--- src/rtl/jk_counter_ctrl_if.sv ---
// ----------------------------------------------------------------------------
// jk_counter_ctrl_if
// Control bundle between the system, the jk_counter_ctrl sequencer and the
// JK flip-flop bank it drives.
//   start/stop/load : command strobes from the system
//   up_dn           : count direction (1 = up)
//   load_val        : parallel load / reload value
//   term_val        : terminal count
//   q               : fed-back outputs of the JK bank
//   j/k             : J/K inputs to the JK bank
//   busy/tc/done    : status back to the system
// ----------------------------------------------------------------------------
interface jk_counter_ctrl_if #(
    parameter int WIDTH = 4
);
    logic             start;
    logic             stop;
    logic             load;
    logic             up_dn;
    logic [WIDTH-1:0] load_val;
    logic [WIDTH-1:0] term_val;
    logic [WIDTH-1:0] q;
    logic [WIDTH-1:0] j;
    logic [WIDTH-1:0] k;
    logic             busy;
    logic             tc;
    logic             done;

    // System / bench side
    modport master (
        output start, stop, load, up_dn, load_val, term_val,
        input  q, j, k, busy, tc, done
    );

    // Sequencer side
    modport slave (
        input  start, stop, load, up_dn, load_val, term_val, q,
        output j, k, busy, tc, done
    );
endinterface

--- src/rtl/jk_counter_ctrl.sv ---
// ----------------------------------------------------------------------------
// jk_counter_ctrl
// Sequencer for a WIDTH-bit synchronous counter built from JK flip-flops.
// Drives per-bit J/K from the fed-back q to load, count up/down, stop and
// detect terminal count, with optional auto-reload on terminal count.
// Ports:
//   clk   : counter clock, rising edge
//   reset : asynchronous, active-high
//   bus   : jk_counter_ctrl_if.slave (commands, q in, j/k/busy/tc/done out)
// ----------------------------------------------------------------------------
module jk_counter_ctrl #(
    parameter int WIDTH       = 4,
    parameter bit AUTO_RELOAD = 1'b0
) (
    input  logic             clk,
    input  logic             reset,
    jk_counter_ctrl_if.slave bus
);

    typedef enum logic [1:0] {
        S_IDLE = 2'd0,
        S_LOAD = 2'd1,
        S_RUN  = 2'd2,
        S_DONE = 2'd3
    } state_t;

    state_t           r_state, w_state_nxt;
    logic             r_dir, w_dir_nxt;
    logic [WIDTH-1:0] r_ld, w_ld_nxt;
    logic             r_done, w_done_nxt;

    logic [WIDTH-1:0] w_tog;
    logic [WIDTH-1:0] w_j, w_k;
    logic             w_busy, w_tc, w_eq;

    assign w_eq = (bus.q == bus.term_val);

    // Per-bit toggle enables: bit i toggles when all lower bits are 1 (up)
    // or all lower bits are 0 (down); bit 0 always toggles.
    always_comb begin : toggle_chain
        logic v_carry;
        v_carry = 1'b1;
        w_tog   = '0;
        for (int i = 0; i < WIDTH; i++) begin
            w_tog[i] = v_carry;
            v_carry  = v_carry & (r_dir ? bus.q[i] : ~bus.q[i]);
        end
    end

    always_ff @(posedge clk or posedge reset) begin
        if (reset) begin
            r_state <= S_IDLE;
            r_dir   <= 1'b1;
            r_ld    <= '0;
            r_done  <= 1'b0;
        end else begin
            r_state <= w_state_nxt;
            r_dir   <= w_dir_nxt;
            r_ld    <= w_ld_nxt;
            r_done  <= w_done_nxt;
        end
    end

    always_comb begin
        w_state_nxt = r_state;
        w_dir_nxt   = r_dir;
        w_ld_nxt    = r_ld;
        w_done_nxt  = 1'b0;
        w_j         = '0;
        w_k         = '0;
        w_busy      = 1'b0;
        w_tc        = 1'b0;

        unique case (r_state)
            S_IDLE: begin
                // load wins over start
                if (bus.load) begin
                    w_ld_nxt    = bus.load_val;
                    w_state_nxt = S_LOAD;
                end else if (bus.start) begin
                    w_dir_nxt   = bus.up_dn;
                    w_ld_nxt    = bus.load_val;
                    w_state_nxt = S_RUN;
                end
            end
            S_LOAD: begin
                w_busy      = 1'b1;
                w_j         = r_ld;
                w_k         = ~r_ld;
                w_state_nxt = S_IDLE;
            end
            S_RUN: begin
                w_busy = 1'b1;
                w_tc   = w_eq;
                if (bus.stop) begin
                    // abort: hold q, no done even on terminal count
                    w_state_nxt = S_IDLE;
                end else if (w_eq && !AUTO_RELOAD) begin
                    w_state_nxt = S_DONE;
                    w_done_nxt  = 1'b1;
                end else if (w_eq) begin
                    // reload from the value latched at start, keep running
                    w_j        = r_ld;
                    w_k        = ~r_ld;
                    w_done_nxt = 1'b1;
                end else begin
                    w_j = w_tog;
                    w_k = w_tog;
                end
            end
            S_DONE: begin
                w_state_nxt = S_IDLE;
            end
            default: w_state_nxt = S_IDLE;
        endcase
    end

    assign bus.j    = w_j;
    assign bus.k    = w_k;
    assign bus.busy = w_busy;
    assign bus.tc   = w_tc;
    assign bus.done = r_done;

endmodule

--- src/flat_wrapper.sv ---
// flat-port wrapper written by rule: the top's interface ports become plain ports
module jk_counter_ctrl_flat 
#(
    parameter int WIDTH       = 4,
    parameter bit AUTO_RELOAD = 1'b0
)
  (clk, reset, bus_start, bus_stop, bus_load, bus_up_dn, bus_load_val, bus_term_val, bus_q, bus_j, bus_k, bus_busy, bus_tc, bus_done);
  jk_counter_ctrl_if #(.WIDTH(WIDTH)) bus_i ();
  input  logic clk;
  input  logic reset;
  input wire logic [$bits(bus_i.start)-1:0] bus_start;
  input wire logic [$bits(bus_i.stop)-1:0] bus_stop;
  input wire logic [$bits(bus_i.load)-1:0] bus_load;
  input wire logic [$bits(bus_i.up_dn)-1:0] bus_up_dn;
  input wire logic [$bits(bus_i.load_val)-1:0] bus_load_val;
  input wire logic [$bits(bus_i.term_val)-1:0] bus_term_val;
  input wire logic [$bits(bus_i.q)-1:0] bus_q;
  output wire logic [$bits(bus_i.j)-1:0] bus_j;
  output wire logic [$bits(bus_i.k)-1:0] bus_k;
  output wire logic [$bits(bus_i.busy)-1:0] bus_busy;
  output wire logic [$bits(bus_i.tc)-1:0] bus_tc;
  output wire logic [$bits(bus_i.done)-1:0] bus_done;
  assign bus_i.start = bus_start;
  assign bus_i.stop = bus_stop;
  assign bus_i.load = bus_load;
  assign bus_i.up_dn = bus_up_dn;
  assign bus_i.load_val = bus_load_val;
  assign bus_i.term_val = bus_term_val;
  assign bus_i.q = bus_q;
  assign bus_j = bus_i.j;
  assign bus_k = bus_i.k;
  assign bus_busy = bus_i.busy;
  assign bus_tc = bus_i.tc;
  assign bus_done = bus_i.done;
  jk_counter_ctrl #(.WIDTH(WIDTH), .AUTO_RELOAD(AUTO_RELOAD)) u_core (.clk(clk), .reset(reset), .bus(bus_i));
endmodule
--- config.mk ---
export PLATFORM = sky130hd
export DESIGN_NAME = jk_counter_ctrl_flat
export DESIGN_NICKNAME = d
export VERILOG_FILES = /design/src/rtl/jk_counter_ctrl_if.sv /design/src/rtl/jk_counter_ctrl.sv /design/src/flat_wrapper.sv
export SDC_FILE = /design/constraint.sdc
export NUM_CORES = 1
export LEC_CHECK = 0
export ABC_AREA = 1
export BUFFER_PORTS_ARGS = -buffer_cell sky130_fd_sc_hd__buf_4
export CAP_MARGIN = 30
export CELL_PAD_IN_SITES_DETAIL_PLACEMENT = 0
export CELL_PAD_IN_SITES_GLOBAL_PLACEMENT = 1
export CORE_MARGIN = 2
export CORE_UTILIZATION = 31
export CTS_CLUSTER_DIAMETER = 150
export DETAILED_ROUTE_END_ITERATION = 7
export PLACE_DENSITY = 0.91
export SYNTH_ARGS = -nofsm -noshare
export SYNTH_HDL_FRONTEND = slang
export SYNTH_SLANG_ARGS = --single-unit
--- constraint.sdc ---
create_clock -name clk -period 2 [get_ports clk]
set_input_delay 0.2 -clock clk [delete_from_list [all_inputs] [get_ports clk]]
set_output_delay 0.2 -clock clk [all_outputs]
set_load 0.05 [all_outputs]
Yosys cells after proc, flatten, opt, wreduce, memory -nomap -nowiden

Index checks and enable logic that the tools add are counted.

Output and inout port bits: 11
Register bits: 8
Bits of input ports: 18
Logic and storage cells: 43

Reductions and logical operators: 7
Bitwise operators: 7
Mux-type cells: 19
Equality and inequality tests: 6

Operators with widths:

| cell                                                             | number |
|---|---|
| 4-bit 2-to-1 mux                                                 | 4 |
| 4-bit one-hot mux with 2 select lines                            | 2 |
| 1-bit 2-to-1 mux                                                 | 8 |
| 2-bit 2-to-1 mux                                                 | 4 |
| 2-bit one-hot mux with 3 select lines                            | 1 |
| 2-bit == test (second input constant)                            | 2 |
| 4-bit == test                                                    | 1 |
| 1-bit NOT                                                        | 4 |
| 4-bit NOT                                                        | 1 |
| 2-bit AND reduction                                              | 2 |
| 2-bit OR reduction                                               | 2 |
| 3-bit by 2-bit != test with 1-bit output (second input constant) | 1 |
| 3-bit != test (second input constant)                            | 1 |
| 3-bit AND reduction                                              | 1 |
| 1-bit AND                                                        | 2 |
| 2-bit by 1-bit == test with 1-bit output (second input constant) | 1 |
| 2-bit zero test                                                  | 1 |
| 2-bit nonzero test                                               | 1 |

Depth between registers and ports, before layout

Gate-level depths: netlist of the first run.

Word-level depth: 7
Gate-level depth with buffers: 9
Depth with buffers taken out: 9

Worst setup path after synthesis of the first run

No wires, ideal clock.

Path type: flip-flop to output port
Start point: reg u_core.r_state[0]
End point: out bus_j[0]
Required time: 1800 ps
Cell stages (with the launch flop): 5
Data arrival time: 1971 ps
Buffers on the path: 0
Setup slack: -171 ps
Cells stage by stage: dfrtp_1 > inv_1 > ha_1 > inv_1 > a21oi_1

Word-level cells in the longest chain between the ends: 2
Elaborated cells between the ends (all ways): 3
Those cells by class: eq/ne (2); mux (1)

Ends and longest elaborated chain:

| item                                                                             | line                  | source |
|---|---|---|
| start: declaration                                                               | jk_counter_ctrl.sv:27 | `state_t r_state, w_state_nxt;` |
| start signal: assignment                                                         | jk_counter_ctrl.sv:57 | `r_state <= w_state_nxt;` |
| 2-bit == test / 2-bit by 1-bit == test with 1-bit output (equally long branches) | jk_counter_ctrl.sv:74 | `unique case (r_state)` |
| 4-bit one-hot mux with 2 select lines *                                          | jk_counter_ctrl.sv:74 |  |
| end: declaration                                                                 | flat_wrapper.sv:18    | `output wire logic [$bits(bus_i.j)-1:0] bus_j;` |

Every way passes the cells marked *; elsewhere a longest branch is shown, timed or not.

Final worst setup path of the first run

Start point: reg u_core.r_dir
End point: out bus_j[3]

Word-level cells in the longest chain between the ends: 6
Elaborated cells between the ends (all ways): 8
Those cells by class: mux (6); bitwise (2)

Ends and longest elaborated chain:

| item                                    | line                  | source |
|---|---|---|
| start: declaration                      | jk_counter_ctrl.sv:28 | `logic r_dir, w_dir_nxt;` |
| start signal: assignment                | jk_counter_ctrl.sv:58 | `r_dir <= w_dir_nxt;` |
| 1-bit 2-to-1 mux                        | jk_counter_ctrl.sv:46 | `v_carry = v_carry & (r_dir ? bus.q[i] : ~bus.q[i]);` |
| 1-bit AND                               | jk_counter_ctrl.sv:46 |  |
| 1-bit AND *                             | jk_counter_ctrl.sv:46 |  |
| 4-bit 2-to-1 mux *                      | jk_counter_ctrl.sv:98 | `end else if (w_eq && !AUTO_RELOAD) begin` |
| 4-bit 2-to-1 mux *                      | jk_counter_ctrl.sv:95 | `if (bus.stop) begin` |
| 4-bit one-hot mux with 2 select lines * | jk_counter_ctrl.sv:74 |  |

Marks and branches as above.

==> run summary, run 1 <==
P_leak: 0.521 nW
Worst Path Required: 1.80 ns
initial antenna violation count: 0
CP Cell Sequence: inv_1 > nand2_1 > nand2_1 > a21oi_1 > nand3_1 > a21oi_1 > buf_4
fin util: 47.1%
RSZ-0062 raised after global routing: false
reg-to-reg startpoint: u_core.r_state[1]$_DFFE_PP0P_
Period minus WS final: 1.86 ns
CTS tree: yes
FF+latch area: 201 um2
R2R depth: 5
VDD IR max: 0.896 mV
die footprint: 0.00244 mm2
hold_sp: bus_stop
Critical Path Start Type: register
combinational power share: 64.7%
Max Clock Freq: 537 MHz
share of layout cells above drive strength 1: 27.7%
switch share: 54.2%
worst skew pair latency: 0.27 ns
Period Utilization, post-route: 93.1%
synth unique cells: 16
worst hold path type: input port to register
most frequent cells in the layout: nand2_1 (31), buf_4 (28), inv_1 (21), a21oi_1 (15), nor2_1 (9)
DIE WIDTH: 49.4 um
Setup TNS: 0 ns
Worst Hold Path EP: u_core.bus.done$_DFF_PP0_
H-tree lvl count: 1
Gate Count Post-Synth: 105
Worst path max stage delay: 0.56 ns
Max Cap Viol: 0
number of port buffers: 28
DRT Pass-1 Iters: 4
Clock transition at path regs: 0.06 ns
cell taking the most area after synthesis: dfrtp_1
CTS Buf Count: 3
fillers: 219
First DRT Iteration DRCs: 23
commonest non-fill, non-tap cell in the layout: nand2_1
Worst Tran Pin Value: 0.568 ns
Final ANT Viol Nets: 0
Synth warnings: 0
Residual DRC: 0
total gr overflow: 0
outcome: finished clean
final wirelength: 1610 um
Mapped Area: 639 um2
GRT Util Overall: 13.6%
main area contributors after synthesis: dfrtp_1 (27%), nand2_1 (18%), inv_1 (12%)
Post-DP HPWL: 1260 um
Max Transition Viols Final: 0
share of the synthesized area in the top cell type: 27.4%
clk sink count: 8
Routability Congestion: 0.766
starting density of the core: 32.6%
Wirelength per Cell: 9.82 um
cell internal pwr: 551 uW
wire length of the first global-routing pass: 2560 um
CTS Buffer Depth: 2
Synth Net Count: 126
hold_ws: 0.139 ns
PD cells: 1300 mW/mm2
design area: 923 um2
Syn Area/Cell: 6.09 um2
Hold Path Depth: 2
non-filler cells, final: 164
sequential area share after synthesis: 31.5%
Final Hold Viols: 0
WP data arrival: 1.66 ns
FF-to-FF End: u_core.r_ld[1]$_DFFE_PP0P_
FF-to-FF setup slack: 0.70 ns
Slew headroom: 61.9%
Multi-input gate area: 359 um2
Crit-path slowest cell: dfstp_2
dpl cells: 159
Post-DP Area: 880 um2
Worst Path Buf+Inv: 2
synthesized flop and latch total: 8
row cnt: 16
largest net degree at the start of global routing: 9
CP max FO: 5
I/O Pins: 29
Placeable Area: 0.00196 mm2
nets@finish: 159
Die H: 49.4 um
via density per instance: 4.50
sequential share of power: 23.7%
Final setup viols: 0
vias in the first global route: 645
CP endpoint kind: output pin
DR vias: 738
clock power share: 11.6%
Syn-to-layout area delta: 44.4%
Ant. Diodes: 0
clock skew: 0.00938 ns
CP top delay family: flip-flops
Psw: 651 uW
critical path class: register to output pin
Clk Tree Root Cell: clkbuf_4
## metal layers
layer  GRT usage (%)  wire (um)  up-vias
li1                -          -      384
met1            15.2        707      327
met2            24.1        813       25
met3            3.99         86        2
met4            5.56          2        0
met5               0          0        -
## logic make-up (layout without fill, tap and decap cells)
family,count (synthesis),count (layout),share of synthesized area (%)
flops,8,8,31.5
buf+inv,23,55,13.5
simple gates,53,53,35.0
fa+ha+maj,3,3,5.87
compound gates,18,18,14.1
## power by group through the flow
stage | combinational [mW] | sequential, mW | clock, mW
detailed placement | 0.766 | 0.285 | 0
finish | 0.778 | 0.284 | 0.140
floorplan | 0.568 | 0.277 | 0
global route | 0.841 | 0.294 | 0.153
CTS | 0.773 | 0.283 | 0.145
global placement | 0.751 | 0.281 | 0
## Yosys cell counts
master / instances
buf_1: 1
nor2_1: 10
o21ai_1: 1
dfstp_2: 1
nand2_4: 1
ha_1: 3
a21oi_1: 15
nor3_1: 1
dfrtp_1: 7
inv_1: 21
nand3_1: 7
inv_2: 1
nor2_2: 1
o21ai_0: 2
nand2_1: 31
nand2_2: 2
## area by class of cell
type	count	share of cell area [%]
Multi-Input combinational cell	74	38.9
Timing Repair Buffer	29	23.8
Clock buffer	4	2.85
Sequential cell	8	21.8
Tap cell	27	3.66
Inverter	22	8.94
## timing repair
action,in CTS,in global routing
hold buffers,1,0
resized for setup,1,1
pin swaps,0,0
hold endpoints to repair,7,0
buffers inserted,0,0
setup endpoints to repair,6,5
gates cloned,0,0
## sequential cells by signal (all words and copies together) (netlist names)
signal / flops
u_core.bus.done: 1
u_core.r_ld: 4
u_core.r_state: 2
u_core.r_dir: 1
## per-stage QoR
| step | setup WS [ns] | total power [mW] |
|---|---|---|
| 2_1_floorplan | -0.171 | 0.845 |
| 3_3_place_gp | 0.334 | 1.03 |
| 3_5_place_dp | 0.214 | 1.05 |
| 4_1_cts | 0.0631 | 1.20 |
| 5_1_grt | 0.0215 | 1.29 |
| 6_report | 0.138 | 1.20 |
## worst reg2reg max path, cell delays in order (launching register included)
cell     delay [ns]
dfrtp_1        0.38
inv_1          0.07
ha_1           0.23
o21ai_1        0.33
nor2_1         0.08
a21oi_1        0.13
## worst max-delay path by stage
| stage | end | depth (start not counted) | from | slack [ns] |
|---|---|---|---|---|
| floorplan | bus_j[0] | 4 | u_core.r_state[0]$_DFFE_PP0P_ | -0.17 |
| global placement | bus_j[1] | 7 | u_core.r_state[0]$_DFFE_PP0P_ | 0.33 |
| detailed placement | bus_j[3] | 7 | u_core.r_state[0]$_DFFE_PP0P_ | 0.21 |
| CTS | bus_j[3] | 7 | u_core.r_state[0]$_DFFE_PP0P_ | 0.06 |
| global route | bus_k[1] | 7 | u_core.r_state[0]$_DFFE_PP0P_ | 0.02 |
| finish | bus_j[3] | 7 | u_core.r_dir$_DFFE_PP1P_ | 0.14 |
Power figures use the tool's default switching activity.
==> inputs of run 2 (changes only) <==
==> constraint.sdc (replaced) <==
create_clock -name clk -period 2 [get_ports clk]
set_input_delay 0.2 -clock clk [delete_from_list [all_inputs] [get_ports clk]]
set_output_delay 0.2 -clock clk [all_outputs]
set_load 0.005 [all_outputs]
==> run summary, run 2 (synthesis gave the netlist of run 1 again) <==
outcome: finished clean
worst skew pair latency: 0.26 ns
wire length of the first global-routing pass: 2470 um
Psw: 412 uW
CTS Buf Count: 3
Period Utilization, post-route: 90.8%
clk sink count: 8
worst hold path type: input port to register
via density per instance: 4.38
fillers: 211
number of port buffers: 28
Hold Path Depth: 2
Max Cap Viol: 0
FF-to-FF End: u_core.r_state[1]$_DFFE_PP0P_
GRT Util Overall: 13.3%
most frequent cells in the layout: nand2_1 (31), buf_4 (28), inv_1 (21), a21oi_1 (15), nor2_1 (9)
Final setup viols: 0
vias in the first global route: 647
critical path class: register to output pin
Max Clock Freq: 551 MHz
I/O Pins: 29
Residual DRC: 0
sequential share of power: 29.8%
DR vias: 719
power after layout: 953 uW
Routability Congestion: 0.753
Critical Path Start Type: register
largest net degree at the start of global routing: 9
commonest non-fill, non-tap cell in the layout: nand2_1
final wirelength: 1510 um
Syn-to-layout area delta: 43.6%
CP endpoint kind: output pin
Period minus WS final: 1.82 ns
PnR worst setup slack: 0.184 ns
starting density of the core: 32.6%
PD cells: 1040 mW/mm2
Worst Hold Path EP: u_core.bus.done$_DFF_PP0_
Worst Tran Pin Value: 0.534 ns
cell internal pwr: 541 uW
Wirelength per Cell: 9.21 um
H-tree lvl count: 1
CTS Buffer Depth: 2
max reg flops: 4
Final Hold Viols: 0
CP max FO: 5
die footprint: 0.00244 mm2
total gr overflow: 0
Setup TNS: 0 ns
switch share: 43.2%
hold_sp: bus_stop
WP data arrival: 1.62 ns
Placeable Area: 0.00196 mm2
P_leak: 0.521 nW
RSZ-0062 raised after global routing: false
DIE WIDTH: 49.4 um
Slew headroom: 64.2%
First DRT Iteration DRCs: 14
share of layout cells above drive strength 1: 27.7%
row cnt: 16
Ant. Diodes: 0
clock skew: 0.0124 ns
Final ANT Viol Nets: 0
Top reg by flops: u_core.r_ld
Post-DP HPWL: 1220 um
Worst Path Required: 1.80 ns
Setup WS pre-CTS: 0.298 ns
reg-to-reg startpoint: u_core.r_state[0]$_DFFE_PP0P_
clock power share: 14.2%
Clk Tree Root Cell: clkbuf_4
VDD IR max: 0.591 mV
top flop regs: u_core.r_ld (4), u_core.r_state (2)
FF-to-FF setup slack: 0.68 ns
Clock transition at path regs: 0.06 ns
Max Transition Viols Final: 0
combinational power share: 55.9%
CTS tree: yes
DRT Pass-1 Iters: 4
nets@finish: 159
Die H: 49.4 um
R2R depth: 8
initial antenna violation count: 0
run 2: routing by layer:
metal / GRT usage, % / up-vias / share of wire, %
met3: 3.99 / 2 / 3.3
met5: 0 / - / 0
li1: - / 384 / -
met2: 23.2 / 14 / 51
met1: 14.3 / 319 / 45
met4: 6.94 / 0 / 1.4
run 2: cell type report:
class	instances	area [um2]	area share (%)
Clock buffer	4	26.3	2.86
Inverter	22	82.6	8.99
Multi-Input combinational cell	74	354	38.6
Sequential cell	8	201	21.9
Tap cell	27	33.8	3.68
Timing Repair Buffer	29	220	24.0
run 2: worst max path at each step:
stage,from,end,slack (ns)
2_1_floorplan,u_core.r_state[0]$_DFFE_PP0P_,bus_j[3],0.59
3_3_place_gp,u_core.r_state[0]$_DFFE_PP0P_,bus_j[1],0.43
3_5_place_dp,u_core.r_state[0]$_DFFE_PP0P_,bus_j[3],0.30
4_1_cts,u_core.r_state[0]$_DFFE_PP0P_,bus_j[3],0.01
5_1_grt,u_core.r_state[0]$_DFFE_PP0P_,bus_k[1],0.01
6_report,u_core.r_state[0]$_DFFE_PP0P_,bus_j[3],0.18
run 2: timing repair:
item	in CTS	in global routing
setup buffers	0	0
endpoints found under the hold margin	7	0
hold buffers	1	0
resized for setup	0	1
setup endpoints to repair	0	8
run 2: per-stage QoR:
| stage | instance area (um2) | hold WS, ns | instances | util (%) |
|---|---|---|---|---|
| floorplan | 639 | 0.0149 | 105 | - |
| global placement | 880 | 0.183 | 159 | 44.8 |
| detailed placement | 880 | 0.187 | 159 | 44.8 |
| CTS | 916 | 0.0974 | 164 | 46.7 |
| global route | 918 | 0.0951 | 164 | 46.8 |
| finish | 918 | 0.120 | 164 | 46.8 |
run 2: critical path, cell delays in order, from the launching register on:
cell	delay (ns)
dfrtp_1	0.39
inv_1	0.09
ha_1	0.14
inv_1	0.06
nor2_2	0.23
nand3_1	0.15
a21oi_1	0.17
buf_4	0.13
run 2: power groups by stage:
stage                     combinational (mW)  clock, mW  sequential, mW
after global placement                 0.526          0           0.280
after floorplan                        0.342          0           0.275
after global routing                   0.606      0.157           0.293
final                                  0.533      0.136           0.284
after CTS                              0.537      0.143           0.284
after detailed placement               0.537          0           0.286
==> inputs of run 3 (changes only) <==
--- a/config.mk
+++ b/config.mk
@@ -15,6 +15,7 @@
 export CTS_CLUSTER_DIAMETER = 150
 export DETAILED_ROUTE_END_ITERATION = 7
 export PLACE_DENSITY = 0.91
+export SETUP_SLACK_MARGIN = 0.4
 export SYNTH_ARGS = -nofsm -noshare
 export SYNTH_HDL_FRONTEND = slang
 export SYNTH_SLANG_ARGS = --single-unit
==> run summary, run 3 (synthesis gave the netlist of run 1 again) <==
outcome: finished clean
vias in the first global route: 735
commonest non-fill, non-tap cell in the layout: buf_4
worst hold path type: input port to register
First DRT Iteration DRCs: 8
VDD IR max: 0.658 mV
Critical Path Start: u_core.r_dir$_DFFE_PP1P_
H-tree lvl count: 1
final wirelength: 1770 um
Clk Tree Root Cell: clkbuf_4
nets@finish: 167
top flop regs: u_core.r_ld (4), u_core.r_state (2)
reg-to-reg startpoint: u_core.r_state[0]$_DFFE_PP0P_
most frequent cells in the layout: buf_4 (36), nand2_1 (29), inv_1 (17), a21oi_2 (10), nor2_1 (9)
Die H: 49.4 um
GRT Util Overall: 15.4%
Final setup viols: 0
Syn-to-layout area delta: 69.5%
Top reg by flops: u_core.r_ld
Worst Path Required: 1.80 ns
largest net degree at the start of global routing: 9
Final ANT Viol Nets: 0
Wirelength per Cell: 10.3 um
Ant. Diodes: 0
FF+latch area: 201 um2
Multi-input gate area: 454 um2
row cnt: 16
DIE WIDTH: 49.4 um
Setup TNS: 0 ns
clk sink count: 8
Max Cap Viol: 0
WP data arrival: 1.50 ns
DR vias: 774
I/O Pins: 29
critical path class: register to output pin
wire length of the first global-routing pass: 2860 um
CTS Buffer Depth: 2
Max Clock Freq: 590 MHz
CP endpoint kind: output pin
power after layout: 1.24 mW
CTS tree: yes
RSZ-0062 raised after global routing: true
Final Hold Viols: 0
max reg flops: 4
fillers: 190
Critical Path Start Type: register
starting density of the core: 32.6%
die footprint: 0.00244 mm2
Period Utilization, post-route: 84.8%
clock skew: 0.00998 ns
Placeable Area: 0.00196 mm2
number of port buffers: 28
CP max FO: 5
Slew headroom: 60.7%
initial antenna violation count: 0
DRT Pass-1 Iters: 4
CTS Buf Count: 3
total gr overflow: 0
Worst Tran Pin Value: 0.585 ns
Residual DRC: 0
Clock transition at path regs: 0.06 ns
Max Transition Viols Final: 0
Period minus WS final: 1.70 ns
PD cells: 1150 mW/mm2
Post-DP HPWL: 1220 um
share of layout cells above drive strength 1: 46.9%
Routability Congestion: 0.753
via density per instance: 4.50
P_leak: 0.561 nW
worst skew pair latency: 0.26 ns
hold_sp: bus_stop
[run 3: changes by cell type in the layout (fill, tap and decap cells not counted), sizes merged]
| cell | delta |
|---|---|
| buf | +8 |
[run 3: final timing paths]
path                                                       to  slack (ns)  depth (start not counted)
worst max register to register  u_core.r_state[1]$_DFFE_PP0P_        0.60                         10
min in group asynchronous          u_core.r_ld[1]$_DFFE_PP0P_        0.44                          3
max in group asynchronous            u_core.r_dir$_DFFE_PP1P_        1.25                          3
worst min register to register     u_core.r_ld[2]$_DFFE_PP0P_        0.55                          2
worst max-delay path                                 bus_k[2]        0.30                          7
worst min-delay path                u_core.bus.done$_DFF_PP0_        0.13                          2
[run 3: per-layer routing]
metal  up-vias  wire [um]  GRT usage, %  share of wire (%)
li1        402          -             -                  -
met1       352        727          15.9                 41
met5         -          0             0                  0
met2        16        952          28.4                 54
met4         0         27          7.87                1.5
met3         4         65          3.99                3.7
[run 3: report_power, final]
| part | switching (mW) | internal (mW) |
|---|---|---|
| clock | 0.0612 | 0.0767 |
| sequential | 0.0503 | 0.238 |
| combinational | 0.440 | 0.375 |
[run 3: critical path, cell delays in order (launching register included)]
cell and delay (ns):
dfstp_2 0.56, inv_2 0.05, nand2_2 0.05, nand2_2 0.07, a21oi_2 0.13, nand3_2 0.11, a21oi_2 0.15, buf_4 0.12
[run 3: through the flow]
stage          setup WS, ns  std cells  instance area [um2]  hold slack [ns]  utilization [%]
2_1_floorplan         0.587        105                  639           0.0149                -
3_3_place_gp          0.426        159                  880            0.183             44.8
3_5_place_dp          0.298        159                  880            0.187             44.8
4_1_cts               0.302        169                 1050            0.120             53.4
5_1_grt               0.227        172                 1080            0.110             55.2
6_report              0.304        172                 1080            0.127             55.2
[run 3: cell type report]
cell class	instances	share of cell area, %
multi-input combinational	74	41.9
tap	27	3.12
clock buffer	4	2.42
timing repair buffer	37	25.9
sequential	8	18.6
inverter	22	8.08
[run 3: what timing repair did]
item / 4_1_cts / 5_1_grt
hold buffers: 1 / 0
resized for setup: 24 / 4
buffers inserted: 5 / 3
cloned: 0 / 0
pin swaps: 6 / 5
setup endpoints to repair: 8 / 8
hold endpoints to repair: 7 / 0
